===== src/rtl/gpp_pkg.sv =====
// Shared opcode, register-select and FSM state encodings for the register
// transfer controller, plus the command validity rule.
package gpp_pkg;

   localparam int DATA_W = 16;

   typedef enum logic [1:0] {
      OP_LOAD = 2'b00,
      OP_MOVE = 2'b01,
      OP_READ = 2'b10,
      OP_SWAP = 2'b11
   } op_e;

   typedef enum logic [1:0] {
      SEL_X   = 2'b00,
      SEL_Y   = 2'b01,
      SEL_ACC = 2'b10,
      SEL_INV = 2'b11
   } sel_e;

   typedef enum logic [2:0] {
      ST_IDLE = 3'd0,
      ST_RD_A = 3'd1,
      ST_RD_B = 3'd2,
      ST_WR_A = 3'd3,
      ST_WR_B = 3'd4,
      ST_RESP = 3'd5
   } state_e;

   // LOAD never looks at src and READ never looks at dst, so those may hold 11.
   function automatic logic cmd_invalid(op_e op, logic [1:0] src, logic [1:0] dst);
      logic uses_src;
      logic uses_dst;
      uses_src = (op != OP_LOAD);
      uses_dst = (op != OP_READ);
      return (uses_src && (src == SEL_INV)) || (uses_dst && (dst == SEL_INV));
   endfunction

endpackage


===== src/rtl/reg_transfer_controller_if.sv =====
// Command, response and register-file bus of the register transfer controller.
// The controller takes the slave side; the environment takes the master side.
interface reg_transfer_controller_if;
   import gpp_pkg::*;

   logic              cmd_valid;
   logic              cmd_ready;
   logic [1:0]        cmd_op;
   logic [1:0]        cmd_src;
   logic [1:0]        cmd_dst;
   logic [DATA_W-1:0] cmd_imm;

   logic [DATA_W-1:0] rf_data_in;
   logic              rf_write_x;
   logic              rf_write_y;
   logic              rf_write_acc;
   logic              rf_read_x;
   logic              rf_read_y;
   logic              rf_read_acc;
   logic [DATA_W-1:0] rf_data_out;
   logic [DATA_W-1:0] rf_data_out_acc;

   logic              rsp_valid;
   logic              rsp_ready;
   logic [DATA_W-1:0] rsp_data;
   logic              rsp_err;

   modport slave (
      input  cmd_valid, cmd_op, cmd_src, cmd_dst, cmd_imm,
      input  rf_data_out, rf_data_out_acc, rsp_ready,
      output cmd_ready, rf_data_in,
      output rf_write_x, rf_write_y, rf_write_acc,
      output rf_read_x, rf_read_y, rf_read_acc,
      output rsp_valid, rsp_data, rsp_err
   );

   modport master (
      output cmd_valid, cmd_op, cmd_src, cmd_dst, cmd_imm,
      output rf_data_out, rf_data_out_acc, rsp_ready,
      input  cmd_ready, rf_data_in,
      input  rf_write_x, rf_write_y, rf_write_acc,
      input  rf_read_x, rf_read_y, rf_read_acc,
      input  rsp_valid, rsp_data, rsp_err
   );

endinterface


===== src/rtl/reg_sel_decoder.sv =====
// Maps a 2-bit register select plus enable onto a one-hot {ACC, Y, X} strobe
// triple; select 11 never produces a strobe.
module reg_sel_decoder (
   input  logic       en,
   input  logic [1:0] sel,
   output logic [2:0] hot
);

   genvar gi;
   generate
      for (gi = 0; gi < 3; gi++) begin : g_hot
         assign hot[gi] = en && (sel == 2'(gi));
      end
   endgenerate

endmodule


===== src/rtl/reg_transfer_controller.sv =====
// Sequences LOAD/MOVE/READ/SWAP register transfers over a register-file bus
// and returns one response per accepted command.
module reg_transfer_controller
   import gpp_pkg::*;
(
   input  logic clk,
   input  logic rst,
   reg_transfer_controller_if.slave bus
);

   state_e            state_reg;
   state_e            state_next;
   op_e               op_reg;
   logic [1:0]        src_reg;
   logic [1:0]        dst_reg;
   logic [DATA_W-1:0] imm_reg;
   logic [DATA_W-1:0] tmp_a_reg;
   logic [DATA_W-1:0] tmp_b_reg;
   logic              err_reg;

   logic              accept;
   logic              cmd_bad;
   logic              rd_en;
   logic              wr_en;
   logic [1:0]        rd_sel;
   logic [1:0]        wr_sel;
   logic [2:0]        rd_hot;
   logic [2:0]        wr_hot;
   logic [DATA_W-1:0] rd_data;
   logic [DATA_W-1:0] wr_data;

   assign accept  = (state_reg == ST_IDLE) && bus.cmd_valid;
   assign cmd_bad = cmd_invalid(op_e'(bus.cmd_op), bus.cmd_src, bus.cmd_dst);
   assign rd_data = rd_hot[2] ? bus.rf_data_out_acc : bus.rf_data_out;

   always_ff @(posedge clk or negedge rst) begin
      if (!rst) begin
         state_reg <= ST_IDLE;
         op_reg    <= OP_LOAD;
         src_reg   <= '0;
         dst_reg   <= '0;
         imm_reg   <= '0;
         tmp_a_reg <= '0;
         tmp_b_reg <= '0;
         err_reg   <= 1'b0;
      end else begin
         state_reg <= state_next;
         if (accept) begin
            op_reg  <= op_e'(bus.cmd_op);
            src_reg <= bus.cmd_src;
            dst_reg <= bus.cmd_dst;
            imm_reg <= bus.cmd_imm;
            err_reg <= cmd_bad;
         end
         // Read data is combinational, so it is captured in the enable cycle.
         if (state_reg == ST_RD_A) tmp_a_reg <= rd_data;
         if (state_reg == ST_RD_B) tmp_b_reg <= rd_data;
      end
   end

   always_comb begin
      state_next = state_reg;
      rd_en      = 1'b0;
      wr_en      = 1'b0;
      rd_sel     = src_reg;
      wr_sel     = dst_reg;
      wr_data    = '0;
      case (state_reg)
         ST_IDLE: begin
            if (bus.cmd_valid) begin
               if (cmd_bad)                              state_next = ST_RESP;
               else if (op_e'(bus.cmd_op) == OP_LOAD)    state_next = ST_WR_A;
               else                                      state_next = ST_RD_A;
            end
         end
         ST_RD_A: begin
            rd_en  = 1'b1;
            rd_sel = src_reg;
            if (op_reg == OP_SWAP)      state_next = ST_RD_B;
            else if (op_reg == OP_MOVE) state_next = ST_WR_A;
            else                        state_next = ST_RESP;
         end
         ST_RD_B: begin
            rd_en      = 1'b1;
            rd_sel     = dst_reg;
            state_next = ST_WR_A;
         end
         ST_WR_A: begin
            wr_en      = 1'b1;
            wr_sel     = dst_reg;
            wr_data    = (op_reg == OP_LOAD) ? imm_reg : tmp_a_reg;
            state_next = (op_reg == OP_SWAP) ? ST_WR_B : ST_RESP;
         end
         ST_WR_B: begin
            wr_en      = 1'b1;
            wr_sel     = src_reg;
            wr_data    = tmp_b_reg;
            state_next = ST_RESP;
         end
         ST_RESP: begin
            if (bus.rsp_ready) state_next = ST_IDLE;
         end
         default: state_next = ST_IDLE;
      endcase
   end

   reg_sel_decoder u_rd_dec (
      .en  (rd_en),
      .sel (rd_sel),
      .hot (rd_hot)
   );

   reg_sel_decoder u_wr_dec (
      .en  (wr_en),
      .sel (wr_sel),
      .hot (wr_hot)
   );

   assign bus.cmd_ready    = (state_reg == ST_IDLE);
   assign bus.rf_read_x    = rd_hot[0];
   assign bus.rf_read_y    = rd_hot[1];
   assign bus.rf_read_acc  = rd_hot[2];
   assign bus.rf_write_x   = wr_hot[0];
   assign bus.rf_write_y   = wr_hot[1];
   assign bus.rf_write_acc = wr_hot[2];
   assign bus.rf_data_in   = wr_data;

   // Response fields are built purely from latched state, so they hold until the handshake.
   assign bus.rsp_valid = (state_reg == ST_RESP);
   assign bus.rsp_err   = bus.rsp_valid && err_reg;
   assign bus.rsp_data  = (bus.rsp_valid && !err_reg && (op_reg == OP_READ)) ? tmp_a_reg : '0;

endmodule


===== src/flat_wrapper.sv =====
// flat-port wrapper written by rule: the top's interface ports become plain ports
module reg_transfer_controller_flat import gpp_pkg::*;
  (clk, rst, bus_cmd_valid, bus_cmd_op, bus_cmd_src, bus_cmd_dst, bus_cmd_imm, bus_rf_data_out, bus_rf_data_out_acc, bus_rsp_ready, bus_cmd_ready, bus_rf_data_in, bus_rf_write_x, bus_rf_write_y, bus_rf_write_acc, bus_rf_read_x, bus_rf_read_y, bus_rf_read_acc, bus_rsp_valid, bus_rsp_data, bus_rsp_err);
  reg_transfer_controller_if bus_i ();
  input  logic clk;
  input  logic rst;
  input wire logic [$bits(bus_i.cmd_valid)-1:0] bus_cmd_valid;
  input wire logic [$bits(bus_i.cmd_op)-1:0] bus_cmd_op;
  input wire logic [$bits(bus_i.cmd_src)-1:0] bus_cmd_src;
  input wire logic [$bits(bus_i.cmd_dst)-1:0] bus_cmd_dst;
  input wire logic [$bits(bus_i.cmd_imm)-1:0] bus_cmd_imm;
  input wire logic [$bits(bus_i.rf_data_out)-1:0] bus_rf_data_out;
  input wire logic [$bits(bus_i.rf_data_out_acc)-1:0] bus_rf_data_out_acc;
  input wire logic [$bits(bus_i.rsp_ready)-1:0] bus_rsp_ready;
  output wire logic [$bits(bus_i.cmd_ready)-1:0] bus_cmd_ready;
  output wire logic [$bits(bus_i.rf_data_in)-1:0] bus_rf_data_in;
  output wire logic [$bits(bus_i.rf_write_x)-1:0] bus_rf_write_x;
  output wire logic [$bits(bus_i.rf_write_y)-1:0] bus_rf_write_y;
  output wire logic [$bits(bus_i.rf_write_acc)-1:0] bus_rf_write_acc;
  output wire logic [$bits(bus_i.rf_read_x)-1:0] bus_rf_read_x;
  output wire logic [$bits(bus_i.rf_read_y)-1:0] bus_rf_read_y;
  output wire logic [$bits(bus_i.rf_read_acc)-1:0] bus_rf_read_acc;
  output wire logic [$bits(bus_i.rsp_valid)-1:0] bus_rsp_valid;
  output wire logic [$bits(bus_i.rsp_data)-1:0] bus_rsp_data;
  output wire logic [$bits(bus_i.rsp_err)-1:0] bus_rsp_err;
  assign bus_i.cmd_valid = bus_cmd_valid;
  assign bus_i.cmd_op = bus_cmd_op;
  assign bus_i.cmd_src = bus_cmd_src;
  assign bus_i.cmd_dst = bus_cmd_dst;
  assign bus_i.cmd_imm = bus_cmd_imm;
  assign bus_i.rf_data_out = bus_rf_data_out;
  assign bus_i.rf_data_out_acc = bus_rf_data_out_acc;
  assign bus_i.rsp_ready = bus_rsp_ready;
  assign bus_cmd_ready = bus_i.cmd_ready;
  assign bus_rf_data_in = bus_i.rf_data_in;
  assign bus_rf_write_x = bus_i.rf_write_x;
  assign bus_rf_write_y = bus_i.rf_write_y;
  assign bus_rf_write_acc = bus_i.rf_write_acc;
  assign bus_rf_read_x = bus_i.rf_read_x;
  assign bus_rf_read_y = bus_i.rf_read_y;
  assign bus_rf_read_acc = bus_i.rf_read_acc;
  assign bus_rsp_valid = bus_i.rsp_valid;
  assign bus_rsp_data = bus_i.rsp_data;
  assign bus_rsp_err = bus_i.rsp_err;
  reg_transfer_controller u_core (.clk(clk), .rst(rst), .bus(bus_i));
endmodule

===== config.mk =====
export PLATFORM = sky130hd
export DESIGN_NAME = reg_transfer_controller_flat
export DESIGN_NICKNAME = d
export VERILOG_FILES = /design/src/rtl/gpp_pkg.sv /design/src/rtl/reg_transfer_controller_if.sv /design/src/rtl/reg_sel_decoder.sv /design/src/rtl/reg_transfer_controller.sv /design/src/flat_wrapper.sv
export SDC_FILE = /design/constraint.sdc
export NUM_CORES = 1
export LEC_CHECK = 0
export ABC_CLOCK_PERIOD_IN_PS = 2300
export BUFFER_PORTS_ARGS = -buffer_cell sky130_fd_sc_hd__buf_2
export CORE_AREA = 2 2 82 84
export CTS_CLUSTER_SIZE = 40
export DETAILED_ROUTE_END_ITERATION = 12
export DIE_AREA = 0 0 84 86
export HOLD_SLACK_MARGIN = 0.1
export PLACE_DENSITY = 0.79
export SLEW_MARGIN = 25
export SYNTH_ARGS = -nofsm -noshare
export SYNTH_HDL_FRONTEND = slang
export SYNTH_SLANG_ARGS = --single-unit
export TNS_END_PERCENT = 5

===== constraint.sdc =====
create_clock -name clk -period 2.3 [get_ports clk]
set_input_delay 0 -clock clk [delete_from_list [all_inputs] [get_ports clk]]
set_output_delay 0 -clock clk [all_outputs]
set_load 0.02 [all_outputs]

# Yosys cells after proc, flatten, opt, wreduce, memory -nomap -nowiden
# Cells that the tools add are included.
# word_totals
ff_bits	58
out_inout_bits	41
wordCells	64
# classes
n_eq_ne	17
muxes	16
reduce_logical	23
# ops
op	n
$mux 16	3
$pmux 16 s2	1
$pmux 3 s6	1
$mux 3	5
$eq 2x2->1 const B	6
$logic_and 1x1->1	12
$logic_not 2->1	4
$eq 2x1->1 const B	3
$eq 3x2->1 const B	2
$eq 3x3->1 const B	2
$mux 2	3
$ne 2x2->1 const B	3
$reduce_or 2->1	2
$eq 3x1->1 const B	1
$logic_not 3->1	1
$mux 1	3
$reduce_and 2->1	1
$reduce_bool 2->1	1
$logic_not 1->1	1
$logic_or 1x1->1	1

# Longest topological paths before layout
# Gate-level depths: netlist of the first run.
# depth
depth_word	6
ltp_mapped	7
depth_no_buf	4

# Cells and area by module
# Synthesis of the first run repeated with hierarchy kept, for this count alone.
# hier_totals
cells_unflattened	288
area_unflattened_um2	3136.8
# modules_own_cells
module	instances	cells_per_inst	area_each_um2
reg_transfer_controller	1	282	3076.7
reg_sel_decoder	2	3	30.0

# Least setup slack after synthesis of the first run
# No wires, ideal clock.
# synth_path
kind	reg-to-reg
start	reg u_core.state_reg[0]
end	reg u_core.imm_reg[0]
arrival_ps	2022
required_time_ps	2175
path_slack_ps	153
stages_incl_launch_ff	7
path_cell_list	dfrtp_1 > buf_2 > nor3_1 > and2_1 > buf_2 > buf_2 > mux2_2
# synth_via
elab_chain_cells	2
# synth_rtl
element	line_no	text
from (decl)	reg_transfer_controller.sv:11	state_e state_reg;
from (signal assigned)	reg_transfer_controller.sv:47	state_reg <= state_next;
$logic_not 3->1	--	
via bus_cmd_ready	flat_wrapper.sv:15	output wire logic [$bits(bus_i.cmd_ready)-1:0] bus_cmd_ready;
$logic_and 1x1->1	reg_transfer_controller.sv:32	assign accept = (state_reg == ST_IDLE) && bus.cmd_valid;
to (signal assigned)	reg_transfer_controller.sv:52	imm_reg <= bus.cmd_imm;
to (decl)	reg_transfer_controller.sv:16	logic [DATA_W-1:0] imm_reg;
# The timed path passes the listed nets, and every way through them passes these cells.
# A chain may end at the register's enable or synchronous reset.

# Worst setup path in the final report of the first run
# layout_path
start	reg u_core.state_reg[2]
end	out bus_rf_data_in[13]
# layout_via
elab_chain_cells	2
elab_cells_between_ends	3
classes_between	eq/ne (2); mux (1)
# layout_rtl
element	line_no	text
$eq 3x3->1 or $eq 3x2->1 (tied branches)	reg_transfer_controller.sv:68	case (state_reg)
$pmux 16 s2 *	reg_transfer_controller.sv:68	
to (decl)	flat_wrapper.sv:16	output wire logic [$bits(bus_i.rf_data_in)-1:0] bus_rf_data_in;
# Every way passes the cells marked *; elsewhere a longest branch is shown, timed or not.

==> results of run 1 <==
repair_timing:
item | 4_1_cts | 5_1_grt
hold buffers | 58 | 0
endpoints found under the setup margin | 0 | 13
setup buffers | 0 | 0
gates resized for setup | 0 | 4
hold endpoints to repair | 99 | 0
worst max path at each step:
stage / end / cells after the start
final: bus_rf_data_in[13] / 6
after global routing: bus_rf_data_in[13] / 6
after CTS: bus_rsp_data[14] / 7
after detailed placement: u_core.tmp_b_reg[7] / 4
after global placement: u_core.tmp_a_reg[12] / 4
after floorplan: u_core.imm_reg[0] / 6
cells by family after synthesis:
group           after synthesis
simple gates                111
compound gates               82
flops                        58
mux                          55
buf+inv                      27
synthesized netlist by cell type, drive strengths merged, types with 3 or more instances:
cell type / count
nor2: 41
a31oi: 16
clkbuf: 10
buf: 14
mux2i: 33
and2: 19
nand2: 22
dfrtp: 58
nand3: 17
inv: 3
o21ai: 37
a211oi: 3
a21oi: 18
mux2: 22
area by class of cell:
cell class / count / area, um^2 / area share, %
multi-input cells: 248 / 1620 / 35.7
clock inverters: 1 / 5.00 / 0.110
inverters: 3 / 11.3 / 0.248
clock buffers: 11 / 141 / 3.11
repair buffers: 173 / 1210 / 26.7
well taps: 77 / 96.3 / 2.12
flip-flops and latches: 58 / 1450 / 32.0
layer usage:
metal / track usage [%] / part of all wire, % / routed length (um) / up-vias
met5: 0 / 0 / 0 / -
met4: 14.4 / 3.7 / 365 / 0
met3: 5.20 / 6.8 / 667 / 36
met2: 49.2 / 50 / 4950 / 178
met1: 34.4 / 39 / 3890 / 1531
li1: - / - / - / 1503
power by group:
part | total, mW | leakage, nW | internal [mW] | switching, mW
Combinational | 2.91 | 1.43 | 1.23 | 1.68
Sequential | 1.90 | 0.652 | 1.51 | 0.391
Clock | 0.766 | 0.0770 | 0.394 | 0.372
Total | 5.57 | 2.16 | 3.14 | 2.44
==> summary.txt, run 1 <==
Logic synthesis
  • Synth Area in Simple Gates: 17.1%
  • Yosys top cell by area: dfrtp_1
  • Adder-cell share of the synthesized area: 0%
  • Synth top area cells: dfrtp_1 46%, mux2i_1 10%, mux2_2 7.4%
  • Seq cells post-synth: 58
  • Mapped cell area: around 3200 um^2
  • Post-synth ARST share: 100%
  • Post-Synth XOR/XNOR Area: 0%
  • EDFF count, synth: 0
  • Yosys top cell area share: 45.7%
  • Largest family of logic cells by synthesized area: multiplexers
  • Syn_nets: 391
  • Synth unique cells: 36
  • Syn avg cell area: 9.53 um^2
  • Main flop type after synthesis: dfrtp_1
  • Mux share of post-synthesis cell area: around 18%
  • Post-synthesis instance total: 333
  • Synth Area in Compound Gates: 14.8%
  • Synth warn: 0
  • Seq/Total Area, Yosys: 45.7%

Timing
  • Number of setup violations in the final report: 0
  • Tmin final: between 2000 and 2500 ps
  • Final WS setup: 124 ps
  • Setup TNS: 0 ps
  • Unrepaired setup endpoints after global routing: false
  • FMAX: 460 MHz
  • Pins Over Slew Limit: 0
  • Count of final hold-check violations: 0
  • Clk_skew: 5.82 ps
  • Final Cycle Share: between 90% and 100%
  • Hold slack: 207 ps
  • Max-slew headroom: 46.1%
  • Tightest Pin Transition: 807 ps

Floorplanning
  • Core area: 6280 um^2
  • # rows: 29
  • Initial Utilization: 50.6%
  • Total die area: ~7200 um^2
  • Ports: 99
  • Chip height: 86 um
  • Chip Width: 84 um

Place
  • DPL Wire Length: ~6.2 mm
  • GPL Wtd Cong: 0.803
  • Area post-placement: between 3000 and 4000 um^2
  • Number of port buffers: 98
  • Placed Instances: 501
  • Pre-CTS setup slack: ~270 ps

Outcome
  • Status: finished, final reports clean

Worst setup path
  • Critical Path AT: 2180 ps
  • Buffers plus inverters on the worst setup path: 4
  • Crit path max-delay family: buffers and inverters
  • Crit path max fanout: 10
  • Critical-path cell with the highest stage delay: dfrtp_1
  • R2R cell count: 5
  • Largest stage delay, worst path: 410 ps
  • Critical Path Source: u_core.state_reg[2]
  • Worst path most repeated cell: buf_4
  • Crit-path cells: buf_4 -> inv_1 -> nand3_1 -> buf_4 -> o21ai_0 -> buf_2
  • CP Class: register to output pin
  • Req. time, crit path: 2300 ps
  • FF-to-FF setup slack: 390 ps
  • Critical Path Source Type: register
  • Worst R2R End: u_core.state_reg[2]
  • Worst Setup End Kind: output pin
  • Reg2reg start: u_core.state_reg[1]

Route
  • WL final: 9.87 mm
  • Detail Route Antenna Nets: 0
  • Total number of vias: 3248
  • DR iter-0 viols: 254
  • DRC Markers: 0
  • Vias per cell: 5.69
  • Mean routed wirelength per cell: 17.3 um
  • TritonRoute pass-1 iters: 5

Global route
  • First-pass GRT wire length: 16.1 mm
  • Largest net degree at the start of global routing: 45
  • Grt ovf: 0
  • Initial antenna violation count: 0
  • Vias in the first global route: 3270
  • GR Util All Layers: around 29%

Cells and area
  • Final Util: 72.3%
  • Share of cells above drive strength 1: 32.4%
  • Diodes inserted: 0
  • Fillers: 480
  • Net count, final: 551
  • Final Cell Area: 4540 um^2
  • Final Instance Count excl. Fillers: 571
  • Leading cell types in the layout, fill and taps excluded: 97 x buf_2, 58 x dlygate4sd3_1, 58 x dfrtp_1, 39 x nor2_1, 32 x mux2i_1
  • Syn-to-layout area delta: 43.0%
  • Commonest non-fill, non-tap cell in the layout: buf_2

Pwr
  • IR drop worst, VDD: 0.000764 V
  • Power, Total: 5.57 mW
  • Static Leak: 2.16 nW
  • PwrDens: 1230 nW/um^2

Clock tree
  • Clk slew on worst S/H paths: around 60 ps
  • H-tree depth: 3
  • Clock Path Buffers: 2
  • TritonCTS buffer count: 9
  • Clk_lat worst skew: 330 ps
  • Clk root buf: clkbuf_8
  • # clock sinks: 58
  • CTS tree: done

Worst hold path
  • Hold Path Class: input port to asynchronous set/reset pin

Flow run
  • Max-cap violations: 0
Power figures use the tool's default switching activity.
==> run 2: changes to the inputs <==
--- a/config.mk
+++ b/config.mk
@@ -13,6 +13,7 @@
 export DIE_AREA = 0 0 84 86
 export HOLD_SLACK_MARGIN = 0.1
 export PLACE_DENSITY = 0.79
+export REMOVE_ABC_BUFFERS = 1
 export SLEW_MARGIN = 25
 export SYNTH_ARGS = -nofsm -noshare
 export SYNTH_HDL_FRONTEND = slang
==> run 2 against run 1 <==
Against the previous run:
- sequential cell count unchanged
- worst hold slack about the same
- sequential power about the same
- routed wire length decreased by 0.66%
- combinational power decreased by 3%
- critical path depth decreased by 1
- final cell count decreased by 0.18%
- utilization decreased by 0.16 points
- critical endpoint is now bus_rf_data_in[4]
- largest cell class unchanged
==> summary.txt, run 2 (synthesis gave the netlist of run 1 again) <==
Route
  • Mean routed wirelength per cell: 17.2 um (was 17.3 um)
  • Vias per cell: 5.69 (about the same)
  • Detail Route Antenna Nets: 0 (unchanged)
  • TritonRoute pass-1 iters: 5 (unchanged)
  • DRC Markers: 0 (unchanged)
  • Total number of vias: 3241 (was 3248)
  • DR iter-0 viols: 250 (was 254)
  • WL final: 9.80 mm (was 9.87 mm)

Place
  • GPL Wtd Cong: 0.814 (was 0.803)
  • DPL Wire Length: 6.21 mm (was 6.24 mm)
  • Number of port buffers: 98 (unchanged)
  • Area post-placement: 3780 um^2 (was 3790 um^2)
  • Pre-CTS setup slack: 112 ps (was 270 ps)
  • Placed Instances: 498 (was 501)

Pwr
  • PwrDens: 1220 nW/um^2 (was 1230 nW/um^2)
  • IR drop worst, VDD: 0.000797 V (was 0.000764 V)
  • Internal power: 3.12 mW (was 3.14 mW)
  • Reg power frac: 35.0% (was 34.1%)
  • Power share of the clock group: 14.3% (was 13.7%)
  • Switch Pwr: 2.41 mW (was 2.44 mW)
  • Switching Share: 43.6% (was 43.7%)
  • Static Leak: 2.15 nW (was 2.16 nW)
  • Power, Total: 5.53 mW (was 5.57 mW)
  • Combinational share of power: 50.7% (was 52.1%)

Global route
  • Largest net degree at the start of global routing: 33 (was 45)
  • First-pass GRT wire length: 15.6 mm (was 16.1 mm)
  • Vias in the first global route: 3279 (was 3270)
  • GR Util All Layers: 27.4% (was 28.5%)
  • Initial antenna violation count: 0 (unchanged)
  • Grt ovf: 0 (unchanged)

Timing
  • Pins Over Slew Limit: 0 (unchanged)
  • Final Cycle Share: 94.3% (was 94.6%)
  • Unrepaired setup endpoints after global routing: false (unchanged)
  • Final WS setup: 131 ps (was 124 ps)
  • Tmin final: 2170 ps (was 2180 ps)
  • Tightest Pin Transition: 823 ps (was 807 ps)
  • Clk_skew: 5.47 ps (was 5.82 ps)
  • Count of final hold-check violations: 0 (unchanged)
  • Max-slew headroom: 45.0% (was 46.1%)
  • Setup TNS: 0 ps (unchanged)
  • Number of setup violations in the final report: 0 (unchanged)
  • Hold slack: 207 ps (about the same)
  • FMAX: 461 MHz (was 460 MHz)

Worst setup path
  • Crit path max-delay family: buffers and inverters (unchanged)
  • Critical Path Source Type: register (unchanged)
  • Critical-path cell with the highest stage delay: dfrtp_1 (unchanged)
  • Crit path max fanout: 13 (was 10)
  • Worst Setup End Kind: output pin (unchanged)
  • Reg2reg start: u_core.state_reg[2] (was u_core.state_reg[1])
  • Worst R2R End: u_core.tmp_b_reg[13] (was u_core.state_reg[2])
  • Req. time, crit path: 2300 ps (about the same)
  • Critical Path AT: 2170 ps (was 2180 ps)
  • FF-to-FF setup slack: 360 ps (was 390 ps)
  • Critical Path Source: u_core.state_reg[2] (unchanged)
  • R2R cell count: 4 (was 5)
  • Largest stage delay, worst path: 530 ps (was 410 ps)
  • Crit-path cells: inv_1 -> nand3_1 -> buf_4 -> o21ai_0 -> buf_2 (was buf_4 -> inv_1 -> nand3_1 -> buf_4 -> o21ai_0 -> buf_2)
  • Buffers plus inverters on the worst setup path: 3 (was 4)
  • CP Class: register to output pin (unchanged)

Floorplanning
  • Chip height: 86 um (unchanged)
  • Chip Width: 84 um (unchanged)
  • Total die area: 7220 um^2 (unchanged)
  • Initial Utilization: 50.6% (unchanged)
  • Core area: 6280 um^2 (unchanged)
  • # rows: 29 (unchanged)
  • Ports: 99 (unchanged)

Clock tree
  • CTS tree: done (unchanged)
  • Clk slew on worst S/H paths: 60 ps (about the same)
  • Clk_lat worst skew: 330 ps (about the same)
  • H-tree depth: 3 (unchanged)
  • Clock Path Buffers: 2 (unchanged)
  • TritonCTS buffer count: 9 (unchanged)
  • Post-CTS Setup Bufs: 0 (unchanged)
  • Clk root buf: clkbuf_8 (unchanged)
  • # clock sinks: 58 (unchanged)

Cells and area
  • Diodes inserted: 0 (unchanged)
  • Final Instance Count excl. Fillers: 570 (was 571)
  • Commonest non-fill, non-tap cell in the layout: buf_2 (unchanged)
  • Syn-to-layout area delta: 42.7% (was 43.0%)
  • Leading cell types in the layout, fill and taps excluded: 98 x buf_2, 58 x dlygate4sd3_1, 57 x dfrtp_1, 39 x nor2_1, 32 x mux2i_1 (was 97 x buf_2, 58 x dlygate4sd3_1, 58 x dfrtp_1, 39 x nor2_1, 32 x mux2i_1)
  • Share of cells above drive strength 1: 31.2% (was 32.4%)
  • Final Util: 72.2% (was 72.3%)
  • FF+latch area: 1450 um^2 (about the same)
  • Final Cell Area: 4530 um^2 (was 4540 um^2)
  • Net count, final: 548 (was 551)
  • Fillers: 451 (was 480)
  • Multi-input gate area: 1620 um^2 (about the same)

Worst hold path
  • Hold Path Class: input port to asynchronous set/reset pin (unchanged)

Flow run
  • Max-cap violations: 0 (unchanged)

Outcome
  • Status: finished, final reports clean (unchanged)
run 2: area by class of cell:
cell class	instances	area share, %
clock buffers	14	3.37
inverters	3	0.249
flip-flops and latches	58	32.1
well taps	77	2.13
multi-input cells	248	35.7
repair buffers	170	26.5
run 2: worst max path at each step:
stage	cells after the start	endpoint	slack [ps]
2_1_floorplan	4	u_core.tmp_a_reg[0]	-240
3_3_place_gp	4	u_core.tmp_a_reg[13]	210
3_5_place_dp	4	u_core.tmp_b_reg[13]	110
4_1_cts	6	bus_rsp_data[4]	10
5_1_grt	6	bus_rsp_data[4]	30
6_report	5	bus_rf_data_in[4]	130
run 2: worst min-delay path, delay by kind of cell:
| family | cells | cell delay, ps |
|---|---|---|
| buffers and inverters | 3 | 940 |
run 2: what timing repair did:
| action | CTS | global route |
|---|---|---|
| gates resized for setup | 0 | 2 |
| setup endpoints to repair | 0 | 30 |
| hold buffers | 58 | 0 |
| endpoints found under the hold margin | 115 | 0 |
run 2: power by group through the flow:
stage / sequential (mW) / clock [mW] / combinational (mW)
after global placement: 1.89 / 0 / 2.60
after detailed placement: 1.92 / 0 / 2.67
after global routing: 2.00 / 0.836 / 3.05
final: 1.93 / 0.793 / 2.81
after CTS: 1.91 / 0.797 / 2.78
after floorplan: 1.81 / 0 / 1.80
run 2: layer usage:
| metal | GRT usage (%) | wire length [um] |
|---|---|---|
| met5 | 0 | 0 |
| met4 | 11.1 | 174 |
| met3 | 5.20 | 600 |
| met2 | 47.9 | 5000 |
| met1 | 33.6 | 4020 |
